$ cat src/rtl/frame_color_analyzer_if.sv
// RAM read port plus result registers exchanged between the frame colour analyzer
// (master) and the surrounding top level / register file (slave).
interface frame_color_analyzer_if #(
    parameter int AW = 15,
    parameter int DW = 8
);
    logic          init;
    logic [DW-1:0] ram_data;
    logic [AW-1:0] ram_addr;
    logic          status;
    logic          done;
    logic [1:0]    color;
    logic [AW-1:0] cnt_red;
    logic [AW-1:0] cnt_green;
    logic [AW-1:0] cnt_blue;

    modport master (
        input  init, ram_data,
        output ram_addr, status, done, color, cnt_red, cnt_green, cnt_blue
    );

    modport slave (
        output init, ram_data,
        input  ram_addr, status, done, color, cnt_red, cnt_green, cnt_blue
    );
endinterface

$ cat src/rtl/frame_color_analyzer.sv
// Scans one RGB332 frame from the synchronous frame-buffer read port, counts red,
// green and blue pixels and publishes the counts plus the dominant colour.
module frame_color_analyzer #(
    parameter int CAM_SCREEN_X = 160,
    parameter int CAM_SCREEN_Y = 120,
    parameter int AW           = 15,
    parameter int DW           = 8,
    parameter int HI_TH3       = 5,
    parameter int LO_TH3       = 2,
    parameter int HI_TH2       = 3,
    parameter int LO_TH2       = 1,
    parameter int MIN_COUNT    = 64
) (
    input  logic                    clk,
    input  logic                    rst,
    frame_color_analyzer_if.master  bus
);
    localparam int            N       = CAM_SCREEN_X * CAM_SCREEN_Y;
    localparam logic [AW-1:0] LAST    = AW'(N - 1);
    localparam logic [AW-1:0] MIN_CNT = AW'(MIN_COUNT);
    localparam logic [2:0]    HI3     = 3'(HI_TH3);
    localparam logic [2:0]    LO3     = 3'(LO_TH3);
    localparam logic [1:0]    HI2     = 2'(HI_TH2);
    localparam logic [1:0]    LO2     = 2'(LO_TH2);

    typedef enum logic [1:0] {IDLE, READ, DRAIN, DECIDE} state_t;

    state_t        state, state_nx;
    logic          start, addr_inc, issue, load_res, last_addr;
    logic          pix_vld;
    logic [AW-1:0] acc_red, acc_green, acc_blue;
    logic [2:0]    pix_r, pix_g;
    logic [1:0]    pix_b;
    logic          is_red, is_green, is_blue;
    logic [AW-1:0] win_cnt;
    logic [1:0]    win_col;

    assign last_addr = (bus.ram_addr == LAST);

    // FSM: state register
    always_ff @(posedge clk or negedge rst) begin
        if (!rst) state <= IDLE;
        else      state <= state_nx;
    end

    // FSM: next state
    always_comb begin
        state_nx = state;
        unique case (state)
            IDLE:    if (bus.init) state_nx = READ;
            READ:    if (last_addr) state_nx = DRAIN;
            DRAIN:   state_nx = DECIDE;
            DECIDE:  state_nx = IDLE;
            default: state_nx = IDLE;
        endcase
    end

    // FSM: control strobes
    always_comb begin
        start    = (state == IDLE) && bus.init;
        issue    = (state == READ);
        addr_inc = (state == READ) && !last_addr;
        load_res = (state == DECIDE);
    end

    // Pixel classification; the three classes are tested in priority order.
    assign pix_r    = bus.ram_data[DW-1 -: 3];
    assign pix_g    = bus.ram_data[DW-4 -: 3];
    assign pix_b    = bus.ram_data[1:0];
    assign is_red   = (pix_r >= HI3) && (pix_g <= LO3) && (pix_b <= LO2);
    assign is_green = !is_red && (pix_g >= HI3) && (pix_r <= LO3) && (pix_b <= LO2);
    assign is_blue  = !is_red && !is_green && (pix_b >= HI2) && (pix_r <= LO3) && (pix_g <= LO3);

    // Strict '>' keeps the earlier colour on ties: red > green > blue.
    always_comb begin
        win_col = 2'd1;
        win_cnt = acc_red;
        if (acc_green > win_cnt) begin
            win_col = 2'd2;
            win_cnt = acc_green;
        end
        if (acc_blue > win_cnt) begin
            win_col = 2'd3;
            win_cnt = acc_blue;
        end
        if (win_cnt < MIN_CNT) win_col = 2'd0;
    end

    always_ff @(posedge clk or negedge rst) begin
        if (!rst) begin
            bus.ram_addr  <= '0;
            bus.status    <= 1'b0;
            bus.done      <= 1'b0;
            bus.color     <= 2'd0;
            bus.cnt_red   <= '0;
            bus.cnt_green <= '0;
            bus.cnt_blue  <= '0;
            pix_vld       <= 1'b0;
            acc_red       <= '0;
            acc_green     <= '0;
            acc_blue      <= '0;
        end else begin
            // RAM answers one clock after the address, so validity trails issue by one.
            pix_vld  <= issue;
            bus.done <= load_res;

            if (start)         bus.ram_addr <= '0;
            else if (addr_inc) bus.ram_addr <= bus.ram_addr + 1'b1;
            else if (load_res) bus.ram_addr <= '0;

            if (start)         bus.status <= 1'b1;
            else if (load_res) bus.status <= 1'b0;

            if (start) begin
                acc_red   <= '0;
                acc_green <= '0;
                acc_blue  <= '0;
            end else if (pix_vld) begin
                if (is_red)   acc_red   <= acc_red + 1'b1;
                if (is_green) acc_green <= acc_green + 1'b1;
                if (is_blue)  acc_blue  <= acc_blue + 1'b1;
            end

            if (load_res) begin
                bus.color     <= win_col;
                bus.cnt_red   <= acc_red;
                bus.cnt_green <= acc_green;
                bus.cnt_blue  <= acc_blue;
            end
        end
    end
endmodule

$ cat src/flat_wrapper.sv
// flat-port wrapper written by rule: the top's interface ports become plain ports
module frame_color_analyzer_flat 
#(
    parameter int CAM_SCREEN_X = 160,
    parameter int CAM_SCREEN_Y = 120,
    parameter int AW           = 15,
    parameter int DW           = 8,
    parameter int HI_TH3       = 5,
    parameter int LO_TH3       = 2,
    parameter int HI_TH2       = 3,
    parameter int LO_TH2       = 1,
    parameter int MIN_COUNT    = 64
)
  (clk, rst, bus_init, bus_ram_data, bus_ram_addr, bus_status, bus_done, bus_color, bus_cnt_red, bus_cnt_green, bus_cnt_blue);
  frame_color_analyzer_if #(.AW(AW), .DW(DW)) bus_i ();
  input  logic clk;
  input  logic rst;
  input wire logic [$bits(bus_i.init)-1:0] bus_init;
  input wire logic [$bits(bus_i.ram_data)-1:0] bus_ram_data;
  output wire logic [$bits(bus_i.ram_addr)-1:0] bus_ram_addr;
  output wire logic [$bits(bus_i.status)-1:0] bus_status;
  output wire logic [$bits(bus_i.done)-1:0] bus_done;
  output wire logic [$bits(bus_i.color)-1:0] bus_color;
  output wire logic [$bits(bus_i.cnt_red)-1:0] bus_cnt_red;
  output wire logic [$bits(bus_i.cnt_green)-1:0] bus_cnt_green;
  output wire logic [$bits(bus_i.cnt_blue)-1:0] bus_cnt_blue;
  assign bus_i.init = bus_init;
  assign bus_i.ram_data = bus_ram_data;
  assign bus_ram_addr = bus_i.ram_addr;
  assign bus_status = bus_i.status;
  assign bus_done = bus_i.done;
  assign bus_color = bus_i.color;
  assign bus_cnt_red = bus_i.cnt_red;
  assign bus_cnt_green = bus_i.cnt_green;
  assign bus_cnt_blue = bus_i.cnt_blue;
  frame_color_analyzer #(.CAM_SCREEN_X(CAM_SCREEN_X), .CAM_SCREEN_Y(CAM_SCREEN_Y), .AW(AW), .DW(DW), .HI_TH3(HI_TH3), .LO_TH3(LO_TH3), .HI_TH2(HI_TH2), .LO_TH2(LO_TH2), .MIN_COUNT(MIN_COUNT)) u_core (.clk(clk), .rst(rst), .bus(bus_i));
endmodule
$ cat config.mk
export PLATFORM = sky130hd
export DESIGN_NAME = frame_color_analyzer_flat
export DESIGN_NICKNAME = d
export VERILOG_FILES = /design/src/rtl/frame_color_analyzer_if.sv /design/src/rtl/frame_color_analyzer.sv /design/src/flat_wrapper.sv
export SDC_FILE = /design/constraint.sdc
export NUM_CORES = 1
export LEC_CHECK = 0
export ABC_AREA = 1
export CORE_AREA = 2 2 104 106
export CTS_BUF_LIST = sky130_fd_sc_hd__clkbuf_4
export DETAILED_ROUTE_END_ITERATION = 12
export DIE_AREA = 0 0 106 108
export PLACE_DENSITY = 0.95
export SLEW_MARGIN = 20
export SYNTH_ARGS = -nofsm -noshare
export SYNTH_HDL_FRONTEND = slang
export SYNTH_SLANG_ARGS = --single-unit
$ cat constraint.sdc
create_clock -name clk -period 9.4 [get_ports clk]
set_clock_uncertainty 0.15 [all_clocks]
set_input_delay 2.35 -clock clk [delete_from_list [all_inputs] [get_ports clk]]
set_output_delay 2.35 -clock clk [all_outputs]
set_load 0.05 [all_outputs]
==> metrics.md <==
| Metric | Value |
|---|---|
| Period utilisation layout | a little under half |
| Cell seen most often among critical-path stages | nand2_1 |
| Most frequent cell after synthesis | nand2_1 |
| Layout area overhead | 16.40% |
| Routed vias/inst | between 5 and 6 |
| Power Dens Cells | between 300 and 400 nW/µm² |
| Worst R2R Start | u_core.acc_red[10] |
| Residual DRC | 0 |
| CP max-delay cell | clkdlybuf4s50_1 |
| Worst reg-to-reg path cell count | 23 |
| Wire length per cell | 15.59 µm |
| Unique masters post-synth | 44 |
| Hold_sp | u_core.bus.cnt_red[0] |
| Skew-Pair Late Insertion Delay | approximately 470 ps |
| Wirelength, routed | 15050 µm |
| Clk buf depth | 2 |
| Reg-to-reg slack, setup | between 5000 and 6000 ps |
| GRT Util Overall | ~28% |
| Fin cells | a little under 1000 |
| Ys async rst share | 100.0% |
| Initial Utilization | just over 60% |
| Share of cells above drive strength 1 | 6.996% |
| Syn avg cell area | 8.263 µm² |
| Site row count | 37 |
| # diodes | 0 |
| Mapped Area | 6255 µm² |
| Syn Inst Count | between 700 and 800 |
| DP Wirelength | ~11000 µm |
| CTS tree | done |
| Crit path time final | about 4400 ps |
| Placed cell count | approximately 950 |
| Seq/Total Area, Yosys | between 40% and 50% |
| Worst Hold Class | flip-flop to flip-flop |
| Slowest cell delay on critical path | 500 ps |
| Top-Level Pins | 75 |
| Top cell type's share of synthesized area | roughly 45% |
| Die Wd | 106 µm |
| Core ar. | ~10000 µm² |
| Crit start category | primary input |
| Highest clock rate | about 230 MHz |
| Post-synth top flop | dfrtp_1 |
| Fin worst setup slack | about 5000 ps |
| Worst-Margin Slew | around 700 ps |
| TNS Setup | 0 ps |
| Largest area contributor in the netlist | dfrtp_1 |
| GRT overflow | 0 |
| Post-synthesis sequential element count | 112 |
| Critical-path cell list | clkdlybuf4s50_1 > nand2_2 > buf_4 > nand2_1 > nand4_1 > nor3_1 > nand2_1 > o21ai_0 > nand2_1 > nor2_1 |
| Worst r2r dst | u_core.bus.color[0] |
| Final Cell Area | approximately 7300 µm² |
| Most common library cells after synthesis | nand2_1, dfrtp_1, o21ai_0, inv_1, nand3_1 |
| Hold Fails Final Rpt | 0 |
| Nets | 874 |
| Crit Path Class | primary input to flip-flop |
| Result of the run | completed |
| Post-Place Setup Slack | 4592 ps |
| Cts repair resizes | 0 |
| Via count | approximately 5600 |
| CTS Sinks | 112 |
| Data arrival time of the worst path | 4660 ps |
| Clock transition at the registers of the reported paths | between 150 and 200 ps |
| Final ANT Viol Nets | 0 |
| Final Core Density | between 70% and 80% |
| Synth Warn # | 0 |
| Post-CTS setup buffers | 0 |
| Die Height | roughly 110 µm |
| RD Place Congestion | ~0.96 |
| Port bufs | 74 |
| Buf/Inv on CP | 2 |
| Max_slew headroom | 53.39% |
| Peak supply drop | 0.0001990 V |
| Synth top area cells | dfrtp_1, nand2_1, ha_1 |
| Slew Limit Fails | 0 |
| P_leak | around 3.3 nW |
| DRT iter0 DRCs | a little under 500 |
| Worst Hold Depth | 2 |
| Root Buffer | clkbuf_4 |
| Maxcap violations | 0 |
| CP Capture Type | flip-flop |
| Pin count of the biggest net entering global routing | between 50 and 60 |
| Critical path's top delay family | simple AND/OR/NAND/NOR gates |
| Post-synth EDFFs | 0 |
| Placed cell area | 7088 µm² |
| Die Area | ~11000 µm² |
| Required @ worst endpoint | just under 10000 ps |
| Num CTS Buffers | 9 |
| Crit. Startpoint | bus_init |
| Final setup viols | 0 |
| Number of global-route vias before repair | roughly 5400 |
| Global-route wire length before repair | roughly 26000 µm |
| RSZ-0062 raised after global routing | false |
| Initial antenna violation count | 0 |
| Worst hold endpoint | u_core.bus.cnt_red[0] |
| Hold Buf Count CTS | 0 |
| H-tree levels | 3 |
| TritonRoute pass-1 iters | 7 |
| Synthesized net count | just over 800 |
| CP max FO | 43 |
placed cells by master, fill, tap and decap left out, types with 2 or more instances in the layout:
cell,Yosys,routed
nand2_1,161,161
dfrtp_1,112,112
o21ai_0,92,92
inv_1,78,77
clkdlybuf4s50_1,0,73
nand3_1,44,44
nor2_1,41,41
ha_1,39,39
a21oi_1,37,37
nor3_1,26,26
nand4_1,16,16
xor2_1,16,16
nor4_1,13,13
nor2_2,9,9
clkbuf_4,0,9
nand2_4,5,5
o22ai_1,5,5
nand2_2,5,5
buf_4,0,4
inv_2,2,3
a21oi_2,3,3
nor2_4,3,3
clkinv_1,3,3
bufinv_16,0,3
xnor2_1,2,2
o21ai_1,2,2
o21a_1,2,2
o21ai_2,2,2
mux2_2,2,2
o211ai_1,2,2
inv_6,0,2
clkinv_4,0,2
kinds of logic (layout without fill, tap and decap cells):
group                      after synthesis  in the layout  share of synthesized area [%]
AOI/OAI and AO/OA                      151            151                          13.06
DFF                                    112            112                          44.81
and+or+nand+nor                        331            331                          24.91
muxes                                    2              2                         0.3600
buffers and inverters                  104            176                          6.541
adders and majority gates               39             39                          7.802
xor gates and xnor gates                18             18                          2.520
power by group:
part / internal (mW) / leakage (nW) / switching, mW / total, mW
logic: 0.409 / 1.65 / 0.870 / 1.28
registers: 0.557 / 1.54 / 0.0676 / 0.625
clock network: 0.138 / 0.101 / 0.164 / 0.301
worst min-delay path: cells and delay by family, from the launching register on:
kind | cells | cell delay (ps)
flops | 1 | 380
simple gates | 2 | 110
worst max-delay path by stage:
| stage | slack, ps | cells after the start | to |
|---|---|---|---|
| after global routing | 4850 | 10 | u_core.acc_red[10] |
| after CTS | 5030 | 1 | bus_ram_addr[8] |
| after global placement | 4710 | 12 | u_core.acc_red[9] |
| final | 4990 | 10 | u_core.acc_green[10] |
| after floorplan | 5680 | 10 | u_core.acc_blue[8] |
| after detailed placement | 4590 | 10 | u_core.acc_red[12] |
metrics by stage:
step                      power (mW)  hold WS (ps)
final                          2.205         347.4
after global routing           2.387         383.8
after CTS                      2.197         349.5
after detailed placement       1.891         309.2
after global placement         1.838         307.6
after floorplan                1.625         305.5
layout make-up:
class	instances	area, µm²
Clock buffer	9	67.56
Clock inverter	7	125.1
Fill cell	765	2950
Inverter	83	311.5
Multi-Input combinational cell	541	3043
Sequential cell	112	2803
Tap cell	136	170.2
Timing Repair Buffer	77	760.7
layer usage:
| layer | track usage [%] | routed length (µm) | share of wire (%) | vias up |
|---|---|---|---|---|
| met4 | 11.47 | 403 | 2.7 | 0 |
| li1 | - | - | - | 2677 |
| met2 | 45.58 | 7178 | 48 | 270 |
| met3 | 3.255 | 1159 | 7.7 | 38 |
| met5 | 0 | 0 | 0 | - |
| met1 | 38.60 | 6303 | 42 | 2638 |
sequential cells by signal (all words and copies together), names as in the netlist:
register and cells:
u_core.acc_blue 15, u_core.acc_green 15, u_core.acc_red 15, u_core.bus.cnt_blue 15, u_core.bus.cnt_green 15, u_core.bus.cnt_red 15, u_core.bus.color 2, u_core.bus.done 1
u_core.bus.ram_addr 15, u_core.bus.status 1, u_core.pix_vld 1, u_core.state 2
No activity file was read; power rests on OpenSTA's default activity.
==> patch 1 (same flow settings) <==
`DW` is set to 8 in 3 places; all go to 7.
--- a/src/rtl/frame_color_analyzer_if.sv
+++ b/src/rtl/frame_color_analyzer_if.sv
@@ -2,7 +2,7 @@
 // (master) and the surrounding top level / register file (slave).
 interface frame_color_analyzer_if #(
     parameter int AW = 15,
-    parameter int DW = 8
+    parameter int DW = 7
 );
     logic          init;
     logic [DW-1:0] ram_data;
--- a/src/rtl/frame_color_analyzer.sv
+++ b/src/rtl/frame_color_analyzer.sv
@@ -4,7 +4,7 @@
     parameter int CAM_SCREEN_X = 160,
     parameter int CAM_SCREEN_Y = 120,
     parameter int AW           = 15,
-    parameter int DW           = 8,
+    parameter int DW           = 7,
     parameter int HI_TH3       = 5,
     parameter int LO_TH3       = 2,
     parameter int HI_TH2       = 3,
--- a/src/flat_wrapper.sv
+++ b/src/flat_wrapper.sv
@@ -4,7 +4,7 @@
     parameter int CAM_SCREEN_X = 160,
     parameter int CAM_SCREEN_Y = 120,
     parameter int AW           = 15,
-    parameter int DW           = 8,
+    parameter int DW           = 7,
     parameter int HI_TH3       = 5,
     parameter int LO_TH3       = 2,
     parameter int HI_TH2       = 3,
Ports: changed (resized bus_ram_data); port bits go from 75 to 74. No check against the original RTL was run, so the function may have changed too.
==> patch 1 against the original RTL <==
Via count is 0.66% lower; setup slack better by 0.037 ns; worst hold slack hardly changed; synthesized area up 0.22%; count of clock-buffer cells in the layout is 1 higher; design area fell by 0.38%; total power rose by 7.1%; die area did not move; wire length down 3.9%; core utilization shrank 0.27 points; sequential cell count stayed put; non-clock buffer count unchanged; highest routed layer unchanged.
==> patch 1: results <==
group,metric,value,unit
status,outcome,"complete, no violations",
power_and_ir_drop,p_leak,3.26,nW
global_route,grt_pass1_wl,23.8,mm
critical_path,cp.arrival,4.65,ns
yosys,ys_top_cells_by_area,"dfrtp_1 45%, nand2_1 10%, ha_1 7.8%, o21ai_0 7.1%, inv_1 4.9%",
placement,pre_cts_slack,4.64,ns
route,routed_wirelength,14.5,mm
route,drt_iter0_drc,575,
critical_path,cp_max_fo,36,
clock_network,clock_latency,0.48,ns
yosys,syn_nets,817,
placement,place_congestion,0.940,
clock_network,numCtsBuffers,9,
global_route,grt_use_met3,0.0368,
route,dr.pass1.iters,6,
placement,dp_hpwl,10.3,mm
power_and_ir_drop,p_sw_frac,0.517,
final_layout,layout-drive-gt1-share,0.0632,
global_route,grt_use_total,0.261,
final_layout,nNetsFinal,883,
global_route,gr-usage-met2,0.416,
route,wl_met3,1.07,mm
global_route,grt_overflow,0,
power_and_ir_drop,vdd_ir_drop_max,0.231,mV
placement,placed_area,7090,um^2
route,post_drt_wl_per_cell,14.8,um
yosys,synth.top_cells.by_count,"173 x nand2_1, 112 x dfrtp_1, 89 x o21ai_0",
yosys,synthCells,768,
placement,io_buffers,73,
route,wl_met2,6.67,mm
global_route,grt_pass1_vias,5009,
route,top_layer_used,"met4",
yosys,ys_types,43,
route,m1WireLength,6.41,mm
critical_path,ff2ff_path_depth,22,
global_route,grt_start_max_net_pins,65,
yosys,yosysSeqAreaShare,0.447,
sta,tightest_slew,0.773,ns
placement,dp_cells,959,
clock_network,clock_path_buffers,2,
[patch 1: cell count changes in the layout (fill, tap and decap cells not counted), sizes merged, moves of 3 or more]
cell / delta
o31ai: +5
nand4: -4
nor2: -4
inv: +4
nor3: -3
nand2: +12
o21ai: -4
a21oi: -4
nand3: +5
o22ai: +3
[patch 1: cell type report]
class / count / area (um^2)
repair buffers: 77 / 758
flip-flops and latches: 112 / 2800
clock inverters: 6 / 91.3
clock buffers: 10 / 75.1
fillers: 736 / 2980
inverters: 87 / 327
well taps: 136 / 170
multi-input cells: 547 / 3030
[patch 1: power groups by stage]
stage	logic (mW)	clock network [mW]	registers, mW
6_report	1.46	0.273	0.625
2_1_floorplan	1.03	0	0.778
4_1_cts	1.45	0.277	0.625
3_3_place_gp	1.40	0	0.633
3_5_place_dp	1.44	0	0.634
5_1_grt	1.63	0.296	0.636
[patch 1: final timing paths]
check	start	slack (ns)	to
min in group asynchronous	rst	1.77	u_core.bus.ram_addr[3]$_DFFE_PN0P_
max in group asynchronous	rst	6.23	u_core.acc_blue[7]$_DFFE_PN0P_
hold / removal	u_core.bus.cnt_blue[11]$_DFFE_PN0P_	0.35	u_core.bus.cnt_blue[11]$_DFFE_PN0P_
setup / recovery	bus_init	5.03	u_core.acc_green[11]$_DFFE_PN0P_
setup reg to reg	u_core.acc_red[6]$_DFFE_PN0P_	5.49	u_core.bus.color[0]$_DFFE_PN0P_
hold reg to reg	u_core.bus.cnt_blue[11]$_DFFE_PN0P_	0.35	u_core.bus.cnt_blue[11]$_DFFE_PN0P_
[patch 1: cell families after synthesis]
family / synth area share
mux: 0.00160
buf+inv: 0.0697
xor+xnor: 0.0251
simple gates: 0.251
flops: 0.447
fa+ha+maj: 0.0778
compound gates: 0.128
==> patch 2 (same settings) <==
Without the edit above. Make the reset (`rst`) synchronous in 2 clocked blocks.
--- a/src/rtl/frame_color_analyzer.sv
+++ b/src/rtl/frame_color_analyzer.sv
@@ -38,7 +38,7 @@
     assign last_addr = (bus.ram_addr == LAST);
 
     // FSM: state register
-    always_ff @(posedge clk or negedge rst) begin
+    always_ff @(posedge clk) begin
         if (!rst) state <= IDLE;
         else      state <= state_nx;
     end
@@ -86,7 +86,7 @@
         if (win_cnt < MIN_CNT) win_col = 2'd0;
     end
 
-    always_ff @(posedge clk or negedge rst) begin
+    always_ff @(posedge clk) begin
         if (!rst) begin
             bus.ram_addr  <= '0;
             bus.status    <= 1'b0;
Function: differs if rst is asserted again (counterexample within 4 cycles, from zero or initial values and one cycle with rst low); with rst held inactive, the same outputs for 10 cycles.
==> patch 2 against the original RTL <==
Die area stayed put; design area fell by 8.9%; synthesized area is 9.3% lower; setup slack lost 0.82 ns; sequential cell count unchanged; wire length fell by 11%; non-clock buffer count down 1.
Power is not compared: it rests on default switching activity, and its combinational part moved more than twofold at a synthesized area within 25%.
==> patch 2: results <==
group,metric,value,unit
critical_path,r2r_slack,5.55,ns
critical_path,crit_path_end,"u_core.acc_red[11]$_SDFFE_PP0P_",
route,wl_met3,648,um
yosys,postSynthAreaPerCell,7.54,um^2
final_layout,area_growth,16.9,%
global_route,grt_use_total,0.242,
critical_path,crit_path_top_delay_cell,"inv_1",
yosys,synth_compound_area_frac,0.191,
critical_path,reg2reg_to,"u_core.bus.color[0]$_SDFFE_PN0P_",
final_layout,nNetsFinal,866,
yosys,muxShareOfSynthArea,0,
yosys,synth.top_cells.by_count,"116 x nand2_1, 112 x dfxtp_1, 98 x a21oi_1",
route,drt_iter0_drc,357,
critical_path,cpPeakStageDelay,1.09,ns
sta,tightest_slew,1.13,ns
route,m1WireLength,5.73,mm
critical_path,r2r-start,"u_core.acc_red[9]$_SDFFE_PP0P_",
hold_path,worstHoldEndpoint,"u_core.bus.color[1]$_SDFFE_PN0P_",
critical_path,ff2ff_path_depth,22,
yosys,synth_fa_ha_area_frac,0.0860,
yosys,syn_nets,803,
yosys,ys_types,43,
hold_path,worstHoldStart,"u_core.bus.color[1]$_SDFFE_PN0P_",
route,wl_met2,6.70,mm
status,outcome,"complete, no violations",
yosys,synth_xor_area_frac,0.00463,
placement,pre_cts_slack,3.75,ns
placement,dp_hpwl,9.67,mm
sta,timing.hold.ws,0.338,ns
global_route,grt_pass1_vias,5102,
yosys,ys.flop_type,"dfxtp_1",
placement,placed_area,6490,um^2
yosys,ys_top_cells_by_area,"dfxtp_1 40%, a21oi_1 8.6%, ha_1 8.6%, o21ai_0 8.3%, nand2_1 7.7%",
global_route,grt_use_met3,0.0506,
final_layout,fillerInstances,822,
global_route,grt_pass1_wl,22.7,mm
-- patch 2: cell types whose count changed in the layout (fill, tap and decap cells not counted), moves of 6 or more --
cell     before  now
a21oi_1      37   98
dfrtp_1     112    0
dfxtp_1       0  112
inv_1        77   87
nand2_1     161  116
nand2_2       5   11
nand3_1      44   33
nand4_1      16   10
nor3_1       26   12
nor4_1       13    3
xor2_1       16    2
-- patch 2: where the power goes --
part           internal [mW]  leakage [nW]  switching (mW)
combinational          0.132          1.62           0.307
sequential             0.523         0.906          0.0287
clock                 0.0853        0.0746           0.161
total                  0.741          2.60           0.497
-- patch 2: final cells by class --
class                           instances  share of cell area
Multi-Input combinational cell        523               0.448
Sequential cell                       112               0.338
Timing Repair Buffer                   76               0.114
Inverter                               94              0.0532
Tap cell                              136              0.0256
Clock buffer                           10              0.0113
Clock inverter                          6              0.0102
-- patch 2: kinds of logic after synthesis --
group           after synthesis
compound gates              207
flops                       112
xor+xnor                      3
fa+ha+maj                    39
buf+inv                     118
simple gates                274
